## config.mk

```make
export PLATFORM = sky130hd
export DESIGN_NAME = poly_coeff_streamer
export DESIGN_NICKNAME = d
export VERILOG_FILES = /design/src/rtl/kyber_pkg.sv /design/src/rtl/mod_q_csub.sv /design/src/rtl/poly_coeff_streamer.sv
export SDC_FILE = /design/constraint.sdc
export NUM_CORES = 1
export LEC_CHECK = 0
export CORE_MARGIN = 2
export CORE_UTILIZATION = 55
export DETAILED_ROUTE_END_ITERATION = 16
export PLACE_DENSITY = 0.86
export SLEW_MARGIN = 20
export SYNTH_ARGS = -nofsm -noshare
export SYNTH_HDL_FRONTEND = slang
export SYNTH_SLANG_ARGS = --single-unit
```

## constraint.sdc

```tcl
create_clock -name clk -period 6.5 [get_ports clk]
set_input_delay 0.975 -clock clk [delete_from_list [all_inputs] [get_ports clk]]
set_output_delay 0.975 -clock clk [all_outputs]
set_load 0.02 [all_outputs]
```

## src/rtl/kyber_pkg.sv

```systemverilog
// Shared constants, FSM state type and lane-extract helper for the polynomial datapath.
package kyber_pkg;

    localparam int unsigned KYBER_Q    = 3329;
    localparam int unsigned COEFF_W    = 12;
    localparam int unsigned LANES      = 8;
    localparam int unsigned POLY_WORDS = 32;
    localparam int unsigned RAM_AW     = 8;
    localparam int unsigned RAM_DW     = LANES * COEFF_W;
    localparam int unsigned LANE_W     = 3;
    localparam int unsigned WORD_W     = 5;

    typedef enum logic [1:0] {
        StIdle,
        StRun,
        StDone
    } stream_state_e;

    // Lane k of a RAM word occupies bits [12k+11:12k].
    function automatic logic [COEFF_W-1:0] coeff_lane(input logic [RAM_DW-1:0] word,
                                                      input logic [LANE_W-1:0] lane);
        return word[32'(lane) * COEFF_W +: COEFF_W];
    endfunction

endpackage

```

## src/rtl/mod_q_csub.sv

```systemverilog
// Single conditional subtraction of Q: maps any CW-bit value below 2Q into [0, Q-1].
module mod_q_csub #(
    parameter int unsigned CW = 12,
    parameter int unsigned Q  = 3329
) (
    input  logic [CW-1:0] a,
    output logic [CW-1:0] y
);

    localparam logic [CW-1:0] QV = CW'(Q);

    assign y = (a >= QV) ? a - QV : a;

endmodule

```

## src/rtl/poly_coeff_streamer.sv

```systemverilog
// Streams one 256-coefficient polynomial from the 96-bit polynomial RAM, one canonical
// coefficient per cycle, using a two-word ping-pong prefetch buffer to hide read latency.
module poly_coeff_streamer
    import kyber_pkg::*;
(
    input  logic                clk,
    input  logic                rst,
    input  logic                start,
    input  logic [RAM_AW-1:0]   r_start_offset,
    output logic [RAM_AW-1:0]   r_data_addr,
    output logic                r_data_en,
    input  logic [RAM_DW-1:0]   r_data,
    output logic [COEFF_W-1:0]  coeff_data,
    output logic [RAM_AW-1:0]   coeff_idx,
    output logic                coeff_valid,
    input  logic                coeff_ready,
    output logic                coeff_last,
    output logic                busy,
    output logic                done
);

    stream_state_e      state_q;
    logic [RAM_AW-1:0]  offset_q;
    logic [WORD_W:0]    rd_cnt_q;     // words requested, 0..32
    logic [WORD_W-1:0]  emit_word_q;  // word currently being emitted
    logic [LANE_W-1:0]  lane_q;
    logic [RAM_DW-1:0]  pp_buf_q [2];
    logic [1:0]         full_q;
    logic               wr_ptr_q;
    logic               rd_ptr_q;
    logic               inflight_q;   // read issued last cycle; r_data valid now

    logic               xfer;
    logic               free_now;
    logic [1:0]         n_free;
    logic [COEFF_W-1:0] raw_coeff;

    // Read issue: a slot must remain after reserving one for the read already in flight.
    // A buffer freed by this cycle's lane-7 transfer counts as available.
    always_comb begin
        xfer        = coeff_valid & coeff_ready;
        free_now    = xfer && (lane_q == 3'd7);
        n_free      = {1'b0, ~full_q[0]} + {1'b0, ~full_q[1]} + {1'b0, free_now};
        r_data_en   = (state_q == StRun) && (rd_cnt_q < 6'(POLY_WORDS))
                      && (n_free > {1'b0, inflight_q});
        r_data_addr = offset_q + RAM_AW'(rd_cnt_q[WORD_W-1:0]);
    end

    // Emit side: unregistered mux of the read-pointer buffer lane.
    always_comb begin
        coeff_valid = (state_q == StRun) && full_q[rd_ptr_q];
        raw_coeff   = coeff_lane(pp_buf_q[rd_ptr_q], lane_q);
        coeff_idx   = {emit_word_q, lane_q};
        coeff_last  = coeff_valid && (coeff_idx == 8'hFF);
        busy        = (state_q != StIdle);
        done        = (state_q == StDone);
    end

    mod_q_csub #(
        .CW (COEFF_W),
        .Q  (KYBER_Q)
    ) u_csub (
        .a (raw_coeff),
        .y (coeff_data)
    );

    // FSM, counters and ping-pong buffer bookkeeping.
    always_ff @(posedge clk) begin
        if (rst) begin
            state_q     <= StIdle;
            offset_q    <= '0;
            rd_cnt_q    <= '0;
            emit_word_q <= '0;
            lane_q      <= '0;
            pp_buf_q[0] <= '0;
            pp_buf_q[1] <= '0;
            full_q      <= '0;
            wr_ptr_q    <= 1'b0;
            rd_ptr_q    <= 1'b0;
            inflight_q  <= 1'b0;
        end else begin
            unique case (state_q)
                StIdle: begin
                    if (start) begin
                        state_q     <= StRun;
                        offset_q    <= r_start_offset;
                        rd_cnt_q    <= '0;
                        emit_word_q <= '0;
                        lane_q      <= '0;
                        full_q      <= '0;
                        wr_ptr_q    <= 1'b0;
                        rd_ptr_q    <= 1'b0;
                        inflight_q  <= 1'b0;
                    end
                end
                StRun: begin
                    inflight_q <= r_data_en;
                    if (r_data_en) begin
                        rd_cnt_q <= rd_cnt_q + 6'd1;
                    end
                    // Capture goes to the empty buffer; free clears the full one, never the same.
                    if (inflight_q) begin
                        pp_buf_q[wr_ptr_q] <= r_data;
                        full_q[wr_ptr_q]   <= 1'b1;
                        wr_ptr_q           <= ~wr_ptr_q;
                    end
                    if (xfer) begin
                        lane_q <= lane_q + 3'd1;
                        if (lane_q == 3'd7) begin
                            full_q[rd_ptr_q] <= 1'b0;
                            rd_ptr_q         <= ~rd_ptr_q;
                            emit_word_q      <= emit_word_q + 5'd1;
                            if (emit_word_q == 5'd31) begin
                                state_q <= StDone;
                            end
                        end
                    end
                end
                StDone: begin
                    state_q <= StIdle;
                end
                default: begin
                    state_q <= StIdle;
                end
            endcase
        end
    end

endmodule
```

Word-level counts from Yosys, hierarchy flattened
Memories as Yosys holds them, arrays and structs flattened. A register that Yosys moved wholly into a read port is not among the register bits.
Cells that the tools add are included.
Storage, ports and cells
  flip-flop bits (word level): 29
  bits in writable memories: 192
  input port bits: 108
  logic and storage cells: 110
  memories kept: 1
Memory list
  pp_buf_q: words 2, width 96, rd ports 1, clocked after memory_dff 1, write ports 2, RTL line poly_coeff_streamer.sv:27  | logic [RAM_DW-1:0] pp_buf_q [2];
Cells by class
  $add $sub $neg: 7
  multiply operators: 1
  order comparisons: 7
  eq/ne operators: 11
  shifts and indexed selects: 1
  mux-type cells: 47
  bitwise gates (word level): 8
  reductions and logical operators: 18
Operator list (count)
  2-to-1 mux 96 bit: 1
  OR reduction 96 bit: 1
  indexed part select 96 x 8 -> 12 bit: 1
  2-to-1 mux 2 bit: 10
  2-to-1 mux 1 bit: 18
  2-to-1 mux 5 bit: 3
  greater-or-equal comparator 12 bit (second input constant): 1
  2-to-1 mux 12 bit: 1
  2-to-1 mux 6 bit: 2
  case mux 6 bit (2 select lines): 1
  subtractor 12 bit (second input constant): 1
  inequality test 2 bit (second input constant): 5
  case mux 5 bit (2 select lines): 1
  AND reduction 3 bit: 3
  adder 8 x 5 -> 8 bit: 1
  equality test 8 bit (second input constant): 1
  case mux 2 bit (2 select lines): 2
  AND reduction 4 bit: 2
  logical AND 1 bit: 7
  adder 6 x 1 -> 6 bit (second input constant): 1
  < comparator 6 bit (second input constant): 1
  2-to-1 mux 3 bit: 2
  case mux 1 bit (2 select lines): 3
  case mux 3 bit (2 select lines): 1
  22 further kinds: 30

Depth between registers and ports, before layout
Gate-level depths: netlist (run 1).
  depth after elaboration: 12
  gate-level depth with buffers: 15
  mapped depth without buffers: 13

Cells and area by module
A second synthesis (run 1) with hierarchy kept.
Unflattened totals
  cells, all modules: 761
  area, all modules: 10480.1 um^2
By module, submodules not included
  poly_coeff_streamer: times used 1, cells each 718, area an instance 10142.2 um^2, sequential area each 6366.1 um^2
  mod_q_csub: times used 1, cells each 43, area an instance 337.8 um^2, sequential area each 0.0 um^2

Worst setup path after synthesis (run 1)
No wires, ideal clock.
  path type: register to register
  start: reg state_q[1]
  end: mem pp_buf_q[1][0] (netlist name), enable pin
  arrival time: 5066 ps
  required time: 5930 ps
  slack: 864 ps
  stages on the path, launching flop included: 4
  path buffers: 1
  cell sequence: dfxtp_1 > nand2b_1 > clkbuf_1 > o21bai_1
RTL lines
  start: declaration: RTL line poly_coeff_streamer.sv:22  | stream_state_e state_q;
  start signal: assignment: RTL line poly_coeff_streamer.sv:70  | state_q <= StIdle;
  start signal: assignment: RTL line poly_coeff_streamer.sv:85  | state_q <= StRun;
  start signal: assignment: RTL line poly_coeff_streamer.sv:114  | state_q <= StDone;
  end: declaration: RTL line poly_coeff_streamer.sv:27

==> impl_metrics.env, run 1 <==
export IMPL_die_x_um=142
export IMPL_max_cap_viol_count=0
export IMPL_rows=50
export IMPL_drc=0
export IMPL_cts_tree="yes"
export IMPL_worstSetupPathType="flop to output pin"
export IMPL_switchingPower_mw=0.719
export IMPL_synth_edf_count=192
export IMPL_port_buffers=140
export IMPL_cts_made_buffers=23
export IMPL_syn_nets=874
export IMPL_totalWireLength_um=22300
export IMPL_dpl_cell_area_um2=12000
export IMPL_yosysWarnings=0
export IMPL_finalSetupViolCount=0
export IMPL_worst_pin_slew_ns=1.00
export IMPL_htreeDepth=1
export IMPL_hpwl_um=14500
export IMPL_netlist_instances=751
export IMPL_synthFlopType="edfxtp_1"
export IMPL_syn_to_final_growth_pct=22.0
export IMPL_die_height_um=142
export IMPL_hold_buffers=0
export IMPL_grt_start_max_net_pins=97
export IMPL_gp_congestion=0.860
export IMPL_io_pins=141
export IMPL_pwr_share_seq_pct=50.9
export IMPL_ir_drop_mv=0.234
export IMPL_clock_sinks=222
export IMPL_synthesis_area_um2=10500
export IMPL_slew_viol_final=0
export IMPL_drtIter0Drc=452
export IMPL_final_common_cell="and2_1"
export IMPL_crit_slowest_cell="dfxtp_4"
export IMPL_ys_seq_area_share_pct=60.9
export IMPL_p_leak_nw=4.66
export IMPL_die_area_um2=20100
export IMPL_final_cell_mix="195 x and2_1, 192 x edfxtp_1, 140 x clkdlybuf4s50_1, 42 x mux4_2, 35 x nand2_1"
export IMPL_timing_final_crit_share_pct=85.4
export IMPL_post_cts_buffers=0
export IMPL_final_nets=1005
export IMPL_drive_gt1_share_pct=10.7
export IMPL_antenna_left=0
export IMPL_crit_path_end_kind="output pin"
export IMPL_fmax_mhz=180
export IMPL_hold_violations=0
export IMPL_grt_overflow=0
export IMPL_via_per_inst=5.73
export IMPL_crit_path_cell_trace="mux4_2 -> a22o_1 -> a221oi_1 -> nor2b_1 -> a41o_1 -> nor3_1 -> xor2_1 -> clkdlybuf4s50_1"
export IMPL_final_area_um2=12800
export IMPL_ys_async_sr_fraction_pct=0
export IMPL_critical_path_arrival_ns=4.57
export IMPL_root_buffer="clkbuf_16"
export IMPL_cts_path_max_buffers=3
export IMPL_clock_latency_ns=0.53
export IMPL_slew_headroom_pct=33.3
export IMPL_finalSetupTns_ns=0
export IMPL_min_path_type="flop to flop"
export IMPL_grt_first_pass_wirelength_um=34500
export IMPL_grt_usage_pct=22.5
export IMPL_netlist_cell_type_count=51
export IMPL_first_global_vias=6512
export IMPL_synth_avg_cell_area_um2=13.9
export IMPL_wire_per_inst_um=19.7
export IMPL_ys_seq_elements=222
export IMPL_p_sw_share_pct=22.4
export IMPL_intPower_mw=2.49
export IMPL_p_per_area_nw_per_um2=252
export IMPL_clkPwrFrac_pct=40.2
export IMPL_n_antenna_cell=0
export IMPL_drtPass1Iterations=5
export IMPL_critPathMaxFanout=39
export IMPL_initial_core_util_pct=55.9
export IMPL_total_power_mw=3.21
export IMPL_outcome="finished, final reports clean"
export IMPL_clkTransAtPathRegs_ns=0.06
export IMPL_cp_data_required_time_ns=5.52
export IMPL_startpoint_type="flop"
export IMPL_cts_resized_gates=0
export IMPL_slowest_delay_ns=0.85
export IMPL_antenna_found_initial=1
export IMPL_core_area_um2=18700
export IMPL_vias=6496
export IMPL_skew_ns=0.0284
export IMPL_rsz0062_at_grt="false"
export IMPL_period_needed_ns=5.55
export IMPL_comb_power_share_pct=8.9
cells by family (layout without fill, tap and decap cells):
logic type	after synthesis	in the layout	share of synthesized area [%]
xor gates and xnor gates	16	16	1.34
muxes	65	65	12.0
adders and majority gates	15	15	1.94
AOI/OAI and AO/OA	66	66	4.13
buffers and inverters	58	206	2.83
DFF	222	222	60.9
and+or+nand+nor	309	309	16.8
final cells by class:
cell class,instances,area [um2]
Clock buffer,28,594
Clock inverter,14,139
Fill cell,1254,5950
Inverter,14,52.6
Multi-Input combinational cell,471,3810
Sequential cell,222,6370
Tap cell,234,293
Timing Repair Buffer,150,1490
critical path: cells and delay by family, from the launching register on:
kind,cells,cell delay (ns)
AOI/OAI and AO/OA,3,1.23
DFF,1,0.85
buffers and inverters,1,0.67
muxes,1,0.62
xor gates and xnor gates,1,0.33
and+or+nand+nor,2,0.32
Yosys cell counts (5+ instances only):
cell	instances	area [um2]
clkbuf_1	29	109
dfxtp_1	30	601
nor3_1	8	40.0
and2_1	195	1220
edfxtp_1	192	5770
o21ai_0	8	40.0
xor2_1	9	78.8
inv_1	14	52.6
xnor2_1	7	61.3
a21oi_1	25	125
nand2_1	35	131
mux4_2	42	946
ha_1	13	163
nand3_1	11	55.1
mux2i_1	18	180
nor2_1	33	124
mux4_1	5	131
nor2b_1	8	50.1
registers in the layout (all words and copies together), names as in the netlist, named ones only:
register / flops
pp_buf_q: 192
offset_q: 8
rd_cnt_q: 6
emit_word_q: 5
lane_q: 3
full_q: 2
state_q: 2
inflight_q: 1
rd_ptr_q: 1
wr_ptr_q: 1
per-stage QoR:
stage,worst slack [ns],hold WS [ns],instances,util (%)
after detailed placement,1.56,0.455,1091,64.3
after CTS,0.931,0.463,1133,68.2
after global placement,1.64,0.446,1091,64.3
final,0.952,0.464,1133,68.2
after global routing,0.773,0.485,1133,68.2
after floorplan,0.864,0.437,751,-
per-layer routing:
layer  vias up  track usage (%)  share of wire [%]
met5         -                0              0.058
met3        62             3.58                5.6
li1       3005                -                  -
met4         2             9.53                4.4
met1      3191             29.3                 40
met2       236             37.8                 50
power groups by stage:
stage          sequential, mW  clock [mW]  combinational (mW)
2_1_floorplan            1.65           0               0.163
3_3_place_gp             1.66           0               0.283
3_5_place_dp             1.66           0               0.286
4_1_cts                  1.63        1.30               0.288
5_1_grt                  1.64        1.35               0.306
6_report                 1.63        1.29               0.286
path summary, 6_finish.rpt:
kind	start	end	slack, ns	cells past startpoint
worst max-delay path	flop	coeff_data[5]	0.95	8
worst min-delay path	offset_q[0]	offset_q[0]	0.46	2
worst max register to register	lane_q[0]	rd_cnt_q[3]	3.04	12
worst min register to register	offset_q[0]	offset_q[0]	0.46	2
Note: power is estimated with default switching activity, not from simulation.
==> run 2, diff against run 1 <==
CORE_ASPECT_RATIO = 0.6   (was not set)
==> run 2 against run 1 <==
  * Critical path depth up 1
  * Hold slack about the same
  * Sequential power about the same
  * Sequential share of layout area up 0.37 points
  * Largest cell class unchanged
  * Flip-flop and latch count unchanged
  * Largest power group unchanged
==> impl_metrics.env, run 2 (synthesized netlist as in run 1, its figures left out) <==
export IMPL_slew_headroom_pct=25.6
export IMPL_clock_sinks=222
export IMPL_grt_start_max_net_pins=97
export IMPL_worstSetupPathType="flop to output pin"
export IMPL_grt_overflow=0
export IMPL_total_power_mw=3.11
export IMPL_final_nets=1001
export IMPL_syn_to_final_growth_pct=21.2
export IMPL_wire_per_inst_um=20.7
export IMPL_initial_core_util_pct=56.9
export IMPL_grtUsageMet2_pct=34.7
export IMPL_drtPass1Iterations=5
export IMPL_cts_tree="yes"
export IMPL_critical_path_arrival_ns=4.56
export IMPL_p_sw_share_pct=22.1
export IMPL_vias=6591
export IMPL_comb_power_share_pct=9.3
export IMPL_cts_made_buffers=21
export IMPL_grt_first_pass_wirelength_um=36200
export IMPL_worst_pin_slew_ns=1.12
export IMPL_cts_path_max_buffers=3
export IMPL_n_antenna_cell=0
export IMPL_crit_path_end_kind="output pin"
export IMPL_rsz0062_at_grt="false"
export IMPL_die_x_um=182
export IMPL_clock_latency_ns=0.50
export IMPL_p_per_area_nw_per_um2=246
export IMPL_die_area_um2=20200
export IMPL_cts_resized_gates=0
export IMPL_io_pins=141
export IMPL_largest_reg_flops=192
export IMPL_switchingPower_mw=0.687
export IMPL_antenna_found_initial=0
export IMPL_pre_cts_ws_ns=1.53
export IMPL_htreeDepth=1
export IMPL_hpwl_um=15100
export IMPL_min_path_type="flop to flop"
export IMPL_gp_congestion=0.800
export IMPL_slew_viol_final=0
export IMPL_grt_busiest_layer="met1"
export IMPL_timing_final_crit_share_pct=85.2
export IMPL_clkPwrFrac_pct=38.2
export IMPL_met1_usage_pct=35.0
export IMPL_grt_usage_pct=23.4
export IMPL_rows=38
export IMPL_setup_ws_ns=0.960
export IMPL_die_height_um=111
export IMPL_port_buffers=140
export IMPL_root_buffer="clkbuf_16"
export IMPL_max_cap_viol_count=0
export IMPL_final_cell_mix="195 x and2_1, 192 x edfxtp_1, 140 x clkdlybuf4s50_1, 42 x mux4_2, 35 x nand2_1"
export IMPL_dpl_cell_area_um2=12000
export IMPL_hold_violations=0
export IMPL_finalSetupTns_ns=0
export IMPL_post_cts_buffers=0
export IMPL_p_leak_nw=4.63
export IMPL_final_area_um2=12700
export IMPL_n_fill_cell=1194
export IMPL_drive_gt1_share_pct=10.3
export IMPL_drtIter0Drc=660
export IMPL_ir_drop_mv=0.162
export IMPL_via_per_inst=5.83
export IMPL_period_needed_ns=5.54
export IMPL_hold_buffers=0
export IMPL_globalRouteMet3Util_pct=5.62
export IMPL_totalWireLength_um=23400
export IMPL_first_global_vias=6478
export IMPL_r2r_cells=12
export IMPL_holdPathStages=2
export IMPL_final_common_cell="and2_1"
export IMPL_critPathMaxFanout=43
export IMPL_skew_ns=0.0112
export IMPL_pwr_share_seq_pct=52.5
export IMPL_antenna_left=0
export IMPL_largest_register="pp_buf_q"
export IMPL_intPower_mw=2.42
export IMPL_drc=0
export IMPL_fmax_mhz=181
export IMPL_hold_ws_ns=0.464
export IMPL_clkTransAtPathRegs_ns=0.07
export IMPL_core_area_um2=18400
export IMPL_reg_largest_list="pp_buf_q (192), offset_q (8), rd_cnt_q (6)"
export IMPL_cp_data_required_time_ns=5.52
export IMPL_outcome="finished, final reports clean"
export IMPL_finalSetupViolCount=0
export IMPL_startpoint_type="flop"
-- run 2: changes by cell type in the layout (fill, tap and decap cells not counted), sizes merged --
cell,previous run,this run
clkinvlp,3,1
inv,16,15
buf,10,8
clkbuf,28,23
clkinv,7,9
-- run 2: worst max-delay path: stages, from the launching register on --
cell             delay, ns
dfxtp_4               0.90
buf_4                 0.37
mux4_2                0.52
a22o_1                0.29
nor2_1                0.23
ha_1                  0.26
and3_1                0.22
o21ai_0               0.12
a21boi_0              0.44
clkdlybuf4s50_1       0.70
-- run 2: layout make-up --
class / instances / area [um2] / share of cell area, %
Clock buffer: 23 / 533 / 4.21
Clock inverter: 13 / 116 / 0.919
Inverter: 14 / 52.6 / 0.415
Multi-Input combinational cell: 471 / 3810 / 30.1
Sequential cell: 222 / 6370 / 50.3
Tap cell: 240 / 300 / 2.37
Timing Repair Buffer: 148 / 1470 / 11.6
-- run 2: routing by layer --
| metal | vias to the layer above | wire length [um] |
|---|---|---|
| li1 | 2993 | - |
| met5 | - | 0 |
| met4 | 0 | 563 |
| met3 | 48 | 2010 |
| met1 | 3238 | 10300 |
| met2 | 312 | 10500 |
-- run 2: worst paths after layout --
check / start / endpoint / slack (ns)
worst min-delay path: offset_q[4] / offset_q[4] / 0.46
worst max register to register: lane_q[0] / rd_cnt_q[3] / 2.71
worst min register to register: offset_q[4] / offset_q[4] / 0.46
worst max-delay path: flop / coeff_data[10] / 0.96
-- run 2: per-stage QoR --
step / instances / util (%)
3_5_place_dp: 1094 / 65.3
4_1_cts: 1130 / 68.9
6_report: 1131 / 69.0
3_3_place_gp: 1094 / 65.3
2_1_floorplan: 751 / -
5_1_grt: 1131 / 69.0
-- run 2: power groups by stage --
stage | Combinational [mW] | Clock, mW | Sequential [mW]
after floorplan | 0.163 | 0 | 1.65
after global placement | 0.280 | 0 | 1.66
after detailed placement | 0.284 | 0 | 1.66
after CTS | 0.287 | 1.20 | 1.64
after global routing | 0.309 | 1.27 | 1.64
final | 0.290 | 1.19 | 1.63
